[src/rtl/alu_nbit_seq_if.sv]
// alu_nbit_seq_if
//   Operand/result bundle for alu_nbit_seq. It carries two valid/ready channels:
//   an operand channel (in_*, op, a, b) and a result channel (out_*, result, flags).
//   master : operand source / result consumer side
//   slave  : the ALU side
//   Signals:
//     in_valid, in_ready     operand handshake
//     op[2:0], a, b          operation code and operands
//     out_valid, out_ready   result handshake
//     result                 registered result
//     flag_z/n/c/v           zero, negative, carry/borrow/shift-out, signed overflow
interface alu_nbit_seq_if #(
  parameter int WIDTH = 8
);
  logic             in_valid;
  logic             in_ready;
  logic [2:0]       op;
  logic [WIDTH-1:0] a;
  logic [WIDTH-1:0] b;
  logic             out_valid;
  logic             out_ready;
  logic [WIDTH-1:0] result;
  logic             flag_z;
  logic             flag_n;
  logic             flag_c;
  logic             flag_v;

  modport master (
    output in_valid, op, a, b, out_ready,
    input  in_ready, out_valid, result, flag_z, flag_n, flag_c, flag_v
  );

  modport slave (
    input  in_valid, op, a, b, out_ready,
    output in_ready, out_valid, result, flag_z, flag_n, flag_c, flag_v
  );
endinterface

[src/rtl/alu_nbit_seq.sv]
// alu_nbit_seq
//   WIDTH-bit registered ALU with one operation in flight at a time.
//   Logic and arithmetic ops complete in one cycle. Shifts run serially,
//   one bit per cycle, so an N-bit shift takes 1+N cycles from accept to out_valid.
//   Ports:
//     clk    rising-edge clock
//     rst_n  asynchronous active-low reset
//     bus    alu_nbit_seq_if.slave (operand channel in, result channel out)
//   op: 000 AND, 001 OR, 010 XOR, 011 NOT A, 100 ADD, 101 SUB, 110 SHL, 111 SHR
module alu_nbit_seq #(
  parameter  int WIDTH   = 8,
  localparam int SHAMT_W = $clog2(WIDTH)
) (
  input logic           clk,
  input logic           rst_n,
  alu_nbit_seq_if.slave bus
);

  typedef enum logic [1:0] {IDLE, SHIFT, DONE} state_e;

  typedef enum logic [2:0] {
    OP_AND = 3'b000,
    OP_OR  = 3'b001,
    OP_XOR = 3'b010,
    OP_NOT = 3'b011,
    OP_ADD = 3'b100,
    OP_SUB = 3'b101,
    OP_SHL = 3'b110,
    OP_SHR = 3'b111
  } op_e;

  localparam int MSB = WIDTH - 1;

  state_e               state;
  state_e               state_next;
  logic                 in_ready_q;
  logic [WIDTH-1:0]     result_q;
  logic                 z_q;
  logic                 n_q;
  logic                 c_q;
  logic                 v_q;
  logic [SHAMT_W-1:0]   cnt_q;      // shifts still to do
  logic                 shr_q;      // direction of the shift in progress

  op_e                  op_in;
  logic [SHAMT_W-1:0]   shamt;
  logic                 accept;
  logic                 is_shift;
  logic                 start_shift;

  assign op_in       = op_e'(bus.op);
  assign shamt       = bus.b[SHAMT_W-1:0];
  // in_ready_q is only ever high in IDLE, so it alone qualifies an accept.
  assign accept      = bus.in_valid & in_ready_q;
  assign is_shift    = (op_in == OP_SHL) || (op_in == OP_SHR);
  assign start_shift = is_shift && (shamt != '0);

  // Single-cycle ALU
  logic [WIDTH:0]   sum;
  logic [WIDTH:0]   diff;
  logic [WIDTH-1:0] alu_res;
  logic             alu_c;
  logic             alu_v;

  assign sum  = {1'b0, bus.a} + {1'b0, bus.b};
  // Top bit of the widened difference is the unsigned borrow (a < b).
  assign diff = {1'b0, bus.a} - {1'b0, bus.b};

  always_comb begin
    // NOTE: every combinational output gets a default first so no path can leave it unassigned and infer a latch.
    alu_res = '0;
    alu_c   = 1'b0;
    alu_v   = 1'b0;
    case (op_in)
      OP_AND: alu_res = bus.a & bus.b;
      OP_OR:  alu_res = bus.a | bus.b;
      OP_XOR: alu_res = bus.a ^ bus.b;
      OP_NOT: alu_res = ~bus.a;
      OP_ADD: begin
        {alu_c, alu_res} = sum;
        alu_v = (bus.a[MSB] == bus.b[MSB]) && (alu_res[MSB] != bus.a[MSB]);
      end
      OP_SUB: begin
        {alu_c, alu_res} = diff;
        alu_v = (bus.a[MSB] != bus.b[MSB]) && (alu_res[MSB] != bus.a[MSB]);
      end
      // Zero-count shifts pass a through; non-zero counts go through SHIFT instead.
      OP_SHL, OP_SHR: alu_res = bus.a;
      default:        alu_res = '0;
    endcase
  end

  // One serial shift step on the working register
  logic [WIDTH-1:0] step_res;
  logic             step_c;

  always_comb begin
    if (shr_q) begin
      step_res = {1'b0, result_q[MSB:1]};
      step_c   = result_q[0];
    end else begin
      step_res = {result_q[MSB-1:0], 1'b0};
      step_c   = result_q[MSB];
    end
  end

  // FSM
  always_ff @(posedge clk or negedge rst_n) begin
    if (!rst_n) state <= IDLE;
    else        state <= state_next;
  end

  always_comb begin
    state_next = state;
    case (state)
      IDLE:    if (accept) state_next = start_shift ? SHIFT : DONE;
      SHIFT:   if (cnt_q == SHAMT_W'(1)) state_next = DONE;
      DONE:    if (bus.out_ready) state_next = IDLE;
      default: state_next = IDLE;
    endcase
  end

  // Datapath. result_q doubles as the shift register; z/n track each step,
  // so after the last step they describe the final result.
  always_ff @(posedge clk or negedge rst_n) begin
    if (!rst_n) begin
      in_ready_q <= 1'b0;
      result_q   <= '0;
      z_q        <= 1'b0;
      n_q        <= 1'b0;
      c_q        <= 1'b0;
      v_q        <= 1'b0;
      cnt_q      <= '0;
      shr_q      <= 1'b0;
    end else begin
      // NOTE: sequential state uses non-blocking assignments so every register samples pre-edge values.
      // Registered so it stays low through reset and the handoff edge.
      in_ready_q <= (state_next == IDLE);
      if (accept) begin
        shr_q <= (op_in == OP_SHR);
        if (start_shift) begin
          result_q <= bus.a;
          cnt_q    <= shamt;
          z_q      <= 1'b0;
          n_q      <= 1'b0;
          c_q      <= 1'b0;
          v_q      <= 1'b0;
        end else begin
          result_q <= alu_res;
          z_q      <= (alu_res == '0);
          n_q      <= alu_res[MSB];
          c_q      <= alu_c;
          v_q      <= alu_v;
        end
      end else if (state == SHIFT) begin
        result_q <= step_res;
        cnt_q    <= cnt_q - SHAMT_W'(1);
        z_q      <= (step_res == '0);
        n_q      <= step_res[MSB];
        c_q      <= step_c;
        v_q      <= 1'b0;
      end
    end
  end

  assign bus.in_ready  = in_ready_q;
  assign bus.out_valid = (state == DONE);
  assign bus.result    = result_q;
  assign bus.flag_z    = z_q;
  assign bus.flag_n    = n_q;
  assign bus.flag_c    = c_q;
  assign bus.flag_v    = v_q;

endmodule

[src/flat_wrapper.sv]
// flat-port wrapper written by rule: the top's interface ports become plain ports
module alu_nbit_seq_flat 
#(
  parameter  int WIDTH   = 8,
  localparam int SHAMT_W = $clog2(WIDTH)
)
  (clk, rst_n, bus_in_valid, bus_op, bus_a, bus_b, bus_out_ready, bus_in_ready, bus_out_valid, bus_result, bus_flag_z, bus_flag_n, bus_flag_c, bus_flag_v);
  alu_nbit_seq_if #(.WIDTH(WIDTH)) bus_i ();
  input logic clk;
  input logic rst_n;
  input wire logic [$bits(bus_i.in_valid)-1:0] bus_in_valid;
  input wire logic [$bits(bus_i.op)-1:0] bus_op;
  input wire logic [$bits(bus_i.a)-1:0] bus_a;
  input wire logic [$bits(bus_i.b)-1:0] bus_b;
  input wire logic [$bits(bus_i.out_ready)-1:0] bus_out_ready;
  output wire logic [$bits(bus_i.in_ready)-1:0] bus_in_ready;
  output wire logic [$bits(bus_i.out_valid)-1:0] bus_out_valid;
  output wire logic [$bits(bus_i.result)-1:0] bus_result;
  output wire logic [$bits(bus_i.flag_z)-1:0] bus_flag_z;
  output wire logic [$bits(bus_i.flag_n)-1:0] bus_flag_n;
  output wire logic [$bits(bus_i.flag_c)-1:0] bus_flag_c;
  output wire logic [$bits(bus_i.flag_v)-1:0] bus_flag_v;
  assign bus_i.in_valid = bus_in_valid;
  assign bus_i.op = bus_op;
  assign bus_i.a = bus_a;
  assign bus_i.b = bus_b;
  assign bus_i.out_ready = bus_out_ready;
  assign bus_in_ready = bus_i.in_ready;
  assign bus_out_valid = bus_i.out_valid;
  assign bus_result = bus_i.result;
  assign bus_flag_z = bus_i.flag_z;
  assign bus_flag_n = bus_i.flag_n;
  assign bus_flag_c = bus_i.flag_c;
  assign bus_flag_v = bus_i.flag_v;
  alu_nbit_seq #(.WIDTH(WIDTH)) u_core (.clk(clk), .rst_n(rst_n), .bus(bus_i));
endmodule
[config.mk]
export PLATFORM = sky130hd
export DESIGN_NAME = alu_nbit_seq_flat
export DESIGN_NICKNAME = d
export VERILOG_FILES = /design/src/rtl/alu_nbit_seq_if.sv /design/src/rtl/alu_nbit_seq.sv /design/src/flat_wrapper.sv
export SDC_FILE = /design/constraint.sdc
export NUM_CORES = 1
export LEC_CHECK = 0
export ABC_AREA = 1
export CORE_AREA = 2 2 78 87
export CTS_CLUSTER_DIAMETER = 200
export DETAILED_ROUTE_END_ITERATION = 7
export DIE_AREA = 0 0 80 89
export PLACE_DENSITY = 0.64
export SLEW_MARGIN = 20
export SYNTH_ARGS = -nofsm -noshare
export SYNTH_HDL_FRONTEND = slang
export SYNTH_SLANG_ARGS = --single-unit
[constraint.sdc]
create_clock -name clk -period 2.2 [get_ports clk]
set_clock_uncertainty 0.15 [all_clocks]
set_input_delay 0.44 -clock clk [delete_from_list [all_inputs] [get_ports clk]]
set_output_delay 0.44 -clock clk [all_outputs]
set_load 0.005 [all_outputs]
Word-level counts from Yosys, hierarchy flattened
Index checks and enable logic that the tools add are counted.
W data, S select, Z words.
{ "classes": {"n_reduce_logical": 13, "n_addsub": 3, "eq_ne": 15, "bitwise": 5, "n_mux": 28} }
{ "ops": {"columns": ["op", "count"], "rows": [
  ["$pmux W8 S7", 1],
  ["$mux W8", 4],
  ["$logic_not A8 Y1", 2],
  ["$mux W1", 13],
  ["$eq A3 B3 Y1 const B", 4],
  ["$add A8 B8 Y9", 1],
  ["$mux W3", 3],
  ["$sub A8 B8 Y9", 1],
  ["$and A8 B8 Y8", 1],
  ["$mux W2", 4],
  ["$not A8 Y8", 1],
  ["$or A8 B8 Y8", 1],
  ["$xor A8 B8 Y8", 1],
  ["$eq A3 B1 Y1 const B", 2],
  ["$eq A3 B2 Y1 const B", 2],
  ["$pmux W2 S3", 1],
  ["$logic_not A2 Y1", 2],
  ["$pmux W1 S2", 2],
  ["$logic_and A1 B1 Y1", 3],
  ["$logic_not A3 Y1", 1],
  ["$ne A1 B1 Y1", 3],
  ["$reduce_bool A3 Y1", 1],
  ["$sub A3 B1 Y3 const B", 1],
  ["$eq A2 B1 Y1 const B", 1],
  ["8 further kinds", 8]
]} }
{ "totals": {"elab_cells": 73, "regBits": 19} }

Depth between registers and ports, before layout
{ "depth": {"ltp_word": 7, "depth_mapped": 16, "mapped_depth_nobuf": 16} }

Worst setup path after synthesis
OpenSTA, ideal clock, no wires.
{ "synth_path": {"kind": "input to register", "start": "input bus_a[0]", "end": "register u_core.z_q, in the netlist u_core.bus.flag_z", "arrival_time_ns": 1.930, "n_path_buf": 0, "setup_time_ns": 0.073, "stages": 14, "setup_slack_ns": 0.047, "t_required_ns": 1.977, "cell_sequence": "inv_1 -> ha_1 -> fa_1 -> inv_1 -> nand2_1 -> nand2_1 -> nand3_1 -> nand3_1 -> nand2_1 -> a21oi_1 -> nand3_1 -> nor2_1 -> nand2_1 -> a21oi_2"} }
{ "synth_via": {"elab_chain_len": 5, "word_cells_on_any_way": 10, "cone_classes": "2 x add/sub; 3 x mux; 4 x bitwise; 1 x reduce/logical"} }
{ "synth_rtl": {"columns": ["item", "line_no", "source"], "rows": [
  ["start: declaration", "flat_wrapper.sv:13", "input wire logic [$bits(bus_i.a)-1:0] bus_a;"],
  ["$sub A8 B8 Y9, or another cell as far along", "alu_nbit_seq.sv:67", "assign diff = {1'b0, bus.a} - {1'b0, bus.b};"],
  ["$pmux W8 S7 (*)", "alu_nbit_seq.sv:74", "case (op_in)"],
  ["$logic_not A8 Y1 (*)", "alu_nbit_seq.sv:150", "z_q <= (alu_res == '0);"],
  ["$mux W1 (*)", "alu_nbit_seq.sv:141", "if (start_shift) begin"],
  ["$mux W1 (*)", "alu_nbit_seq.sv:139", "if (accept) begin"],
  ["end signal: assignment", "alu_nbit_seq.sv:150", null],
  ["end signal: assignment", "alu_nbit_seq.sv:158", "z_q <= (step_res == '0);"],
  ["end: declaration", "alu_nbit_seq.sv:38", "logic z_q;"]
]} }
Mark *: on every way between the ends. The rest lies on a longest branch, timed or not.
A chain may end at the register's enable or synchronous reset.

Final worst setup path
{ "layout_path": {"start": "input bus_op[1]", "end": "register u_core.result_q[0], in the netlist u_core.bus.result[0]"} }
{ "layout_via": {"elab_chain_len": 5, "word_cells_on_any_way": 14, "cone_classes": "7 x eq/ne; 3 x mux; 4 x reduce/logical"} }
{ "layout_rtl": {"columns": ["item", "line_no", "source"], "rows": [
  ["start: declaration", "flat_wrapper.sv:12", "input wire logic [$bits(bus_i.op)-1:0] bus_op;"],
  ["$eq A3 B3 Y1", "alu_nbit_seq.sv:55, alu_nbit_seq.sv:74", null],
  ["$reduce_or A2 Y1 / $logic_or A1 B1 Y1 (equally long branches)", "alu_nbit_seq.sv:74, alu_nbit_seq.sv:55", null],
  ["$pmux W8 S7 / $logic_and A1 B1 Y1 (equally long branches)", "alu_nbit_seq.sv:74, alu_nbit_seq.sv:56", null],
  ["$mux W8 (*)", "alu_nbit_seq.sv:141", null],
  ["$mux W8 (*)", "alu_nbit_seq.sv:139", null],
  ["end signal: assignment", "alu_nbit_seq.sv:142", "result_q <= bus.a;"],
  ["end signal: assignment", "alu_nbit_seq.sv:149", "result_q <= alu_res;"],
  ["end signal: assignment", "alu_nbit_seq.sv:156", "result_q <= step_res;"],
  ["end: declaration", "alu_nbit_seq.sv:37", "logic [WIDTH-1:0] result_q;"]
]} }
Marks and branches as above.

==> metrics.log <==
[metrics] outcome: finished clean
[metrics] period utilisation layout: 96.6%
[metrics] critical path startpoint: bus_op[1]
[metrics] final worst hold slack: 0.338 ns
[metrics] Max-Slew Margin vs Limit: 70.7%
[metrics] Clock transition at path regs: 0.07 ns
[metrics] number of placement rows: 30
[metrics] count of final setup violators: 0
[metrics] IO Port Bufs: 36
[metrics] Die Height: 89 microns
[metrics] flops & latches, synth: 19
[metrics] number of enable flip-flop cells after synthesis: 0
[metrics] pwr dens: 616 nW/um^2
[metrics] final slew viol count: 0
[metrics] startpoint type of the worst setup path: input port
[metrics] placed wire-length estimate after detailed placement: 5710 microns
[metrics] Sequential Power Share: 27.0%
[metrics] timing endpoint of the critical path: u_core.bus.result[0]
[metrics] sequential cell area: 475 sq um
[metrics] number of global-route vias before repair: 2761
[metrics] pin count of the biggest net entering global routing: 20
[metrics] first-pass GRT wire length: 12000 microns
[metrics] Antenna Cells: 0
[metrics] H-tree lvl count: 1
[metrics] top cells by area, synth: sky130_fd_sc_hd__dfrtp_1 (20%), sky130_fd_sc_hd__nand2_1 (17%), sky130_fd_sc_hd__ha_1 (13%)
[metrics] clock latency on the worst-skew pair: 0.26 ns
[metrics] all-layer global routing usage: 21.1%
[metrics] minimum period implied by the final worst setup slack: 2.13 ns
[metrics] HP Class: flop to flop
[metrics] CTS Root Cell: sky130_fd_sc_hd__clkbuf_8
[metrics] Seq/Total Area, Yosys: 19.5%
[metrics] Hold Violations, Final: 0
[metrics] Slew @ Worst Pin: 0.434 ns
[metrics] gr ovfl total: 0
[metrics] Primary FF master, synth: sky130_fd_sc_hd__dfrtp_1
[metrics] Lkg Pwr: 1.95 nW
[metrics] register-to-register setup slack: 0.61 ns
[metrics] vias after detailed routing: 2816
[metrics] terminus of the critical flop-to-flop path: u_core.bus.flag_z
[metrics] worst setup slack after layout: 0.0738 ns
[metrics] layout cells sized above 1: 34.5%
[metrics] effective utilization at floorplan: 39.6%
[metrics] Ports: 37
[metrics] endpoint kind of the worst setup timing path: flop
[metrics] overall die width: 80 microns
[metrics] internal cell power: 0.00135 W
[metrics] Filler Cell Count: 612
[metrics] TritonCTS clock tree: yes
[metrics] footprint of the multi-input gates: 1940 sq um
[metrics] number of nets produced by synthesis: 440
[metrics] critical path peak fanout: 8
[metrics] Avg Synthesized Cell Area: 6.26 sq um
[metrics] growth of design area from synthesis to finish: 56.1%
[metrics] yosys warns: 0
[metrics] CTS sink cnt: 19
[metrics] worst path arrival time: 2.16 ns
[metrics] Setup Crit Path Kind: input port to flop
[metrics] final net count: 556
[metrics] maximum number of buffers from clock root to sink: 2
[metrics] WL final: 7290 microns
[metrics] first-pass iteration count of the detailed router: 4
[metrics] fraction of synthesized cell area taken by the top area cell type: 19.5%
[metrics] Initial DRC Count: 115
[metrics] Detail Route Antenna Nets: 0
[metrics] async set-or-reset flop fraction in the synthesized netlist: 100%
[metrics] cell area after synthesis: 2430 sq um
[metrics] detailed-route wire length per cell: 12.5 microns
[metrics] post-detailed-route DRC marker count: 0
[metrics] number of distinct library cell variants in the gate-level netlist after synthesis: 38
[metrics] number of buffers created by CTS: 3
[metrics] cell accounting for the most synthesized area: sky130_fd_sc_hd__dfrtp_1
[metrics] final-layout setup total negative slack: 0 ns
[metrics] switching power share of the total: 42.5%
[metrics] Maximum Capacitance Violations: 0
[metrics] Gate Count Post-Synth: 389
[metrics] startpoint of the worst register-to-register path: u_core.shr_q
[metrics] portion of total power attributed to the clock network: 10.4%
[metrics] pre-CTS setup slack: -0.641 ns
[metrics] data required time of the worst path: 2.24 ns
[metrics] RSZ-0062 raised after global routing: true
[metrics] via density per instance: 4.82
[metrics] Logic pwr share: 62.6%
[metrics] Placeable Area: 6160 sq um
[metrics] utilization after layout: 61.7%
[metrics] worst reg2reg path depth: 6
[metrics] commonest cells in the synthesized netlist: sky130_fd_sc_hd__nand2_1 (113), sky130_fd_sc_hd__inv_1 (59), sky130_fd_sc_hd__nor2_1 (38)
[metrics] Switching Power: 0.000996 W
[metrics] die outline area: 7120 sq um
[metrics] Max rail drop VDD: 0.472 mV
[metrics] number of antenna violations at the first check in global routing: 0
[metrics] gpl congestion: 0.882
[metrics] most repeated cell in the gate-level netlist after synthesis: sky130_fd_sc_hd__nand2_1
[metrics] Fmax achieved: 470 MHz
## state kept, by name (all words and copies together) (netlist names)
signal               flops
u_core.bus.in_ready      1
u_core.state             2
u_core.bus.result        8
u_core.bus.flag_z        1
u_core.bus.flag_v        1
u_core.bus.flag_n        1
u_core.cnt_q             3
u_core.shr_q             1
u_core.bus.flag_c        1
## power groups by stage
| stage | logic [W] | registers, W | clock network, W |
|---|---|---|---|
| after floorplan | 0.000781 | 0.000606 | 0 |
| final | 0.00147 | 0.000632 | 0.000243 |
| after global routing | 0.00165 | 0.000651 | 0.000259 |
| after global placement | 0.00136 | 0.000632 | 0 |
| after detailed placement | 0.00138 | 0.000635 | 0 |
| after CTS | 0.00143 | 0.000632 | 0.000251 |
## worst min-delay path by stage
stage | startpoint | to | slack [ns] | depth (start not counted)
after floorplan | rst_n | u_core.bus.flag_c | -0.006 | 0
after global placement | u_core.bus.flag_v | u_core.bus.flag_v | 0.32 | 1
after detailed placement | u_core.bus.flag_n | u_core.bus.flag_n | 0.32 | 2
after CTS | u_core.bus.flag_n | u_core.bus.flag_n | 0.34 | 2
after global routing | u_core.bus.flag_n | u_core.bus.flag_n | 0.35 | 2
final | u_core.bus.flag_n | u_core.bus.flag_n | 0.34 | 2
## area by class of cell
type	count	share of cell area (%)
multi-input combinational	301	50.9
timing repair buffer	119	26.5
sequential	19	12.5
inverter	61	6.22
tap	80	2.63
clock buffer	4	1.18
## worst max-delay path: stages
cell	delay, ns
sky130_fd_sc_hd__clkdlybuf4s50_1	0.47
sky130_fd_sc_hd__buf_6	0.14
sky130_fd_sc_hd__nand2_1	0.09
sky130_fd_sc_hd__nor2_4	0.28
sky130_fd_sc_hd__nand2_2	0.08
sky130_fd_sc_hd__nand3_2	0.08
sky130_fd_sc_hd__o21ai_2	0.08
sky130_fd_sc_hd__buf_4	0.14
sky130_fd_sc_hd__buf_4	0.11
sky130_fd_sc_hd__nor2_1	0.07
sky130_fd_sc_hd__o21ai_0	0.08
sky130_fd_sc_hd__o21ai_1	0.09
## stage by stage
stage / power, W / instances / cell area (sq um)
6_report: 0.00234 / 584 / 3800
5_1_grt: 0.00256 / 584 / 3800
4_1_cts: 0.00231 / 581 / 3650
3_5_place_dp: 0.00202 / 576 / 3450
3_3_place_gp: 0.00200 / 576 / 3450
2_1_floorplan: 0.00139 / 389 / 2430
## cell usage in the layout, fill, tap and decap left out, drive strengths merged, types with 3 or more instances in the layout
cell type / Yosys / layout
o211ai: 4 / 4
dlymetal6s2s: 0 / 4
buf: 2 / 85
nand2: 118 / 118
nand3: 38 / 38
inv: 61 / 61
dfrtp: 19 / 19
clkdlybuf4s50: 0 / 21
nor2: 44 / 44
nand4: 5 / 5
a21oi: 19 / 19
clkbuf: 6 / 6
dlygate4sd2: 0 / 7
ha: 26 / 26
o221ai: 3 / 3
o21ai: 28 / 28
## routing by layer
layer	vias up	track usage, %	share of wire (%)
li1	1476	-	-
met1	1275	26.1	45
met2	56	39.4	51
met3	9	1.01	2.3
met4	0	6.78	1.7
met5	-	0	0
## kinds of logic after synthesis
family	synth area share (%)
AO/OA/AOI/OAI	14.5
adder cells (fa/ha/maj)	15.0
AND/OR/NAND/NOR	38.6
flip-flops	19.5
buffers and inverters	11.6
XOR/XNOR	0.720
## what timing repair did
action | CTS | global route
endpoints found under the setup margin | 10 | 10
gates resized for setup | 61 | 52
cloned | 0 | 0
pin swaps | 19 | 21
hold endpoints to repair | 0 | 0
buffers inserted | 1 | 3
hold buffers | 0 | 0
Power figures use the tool's default switching activity.
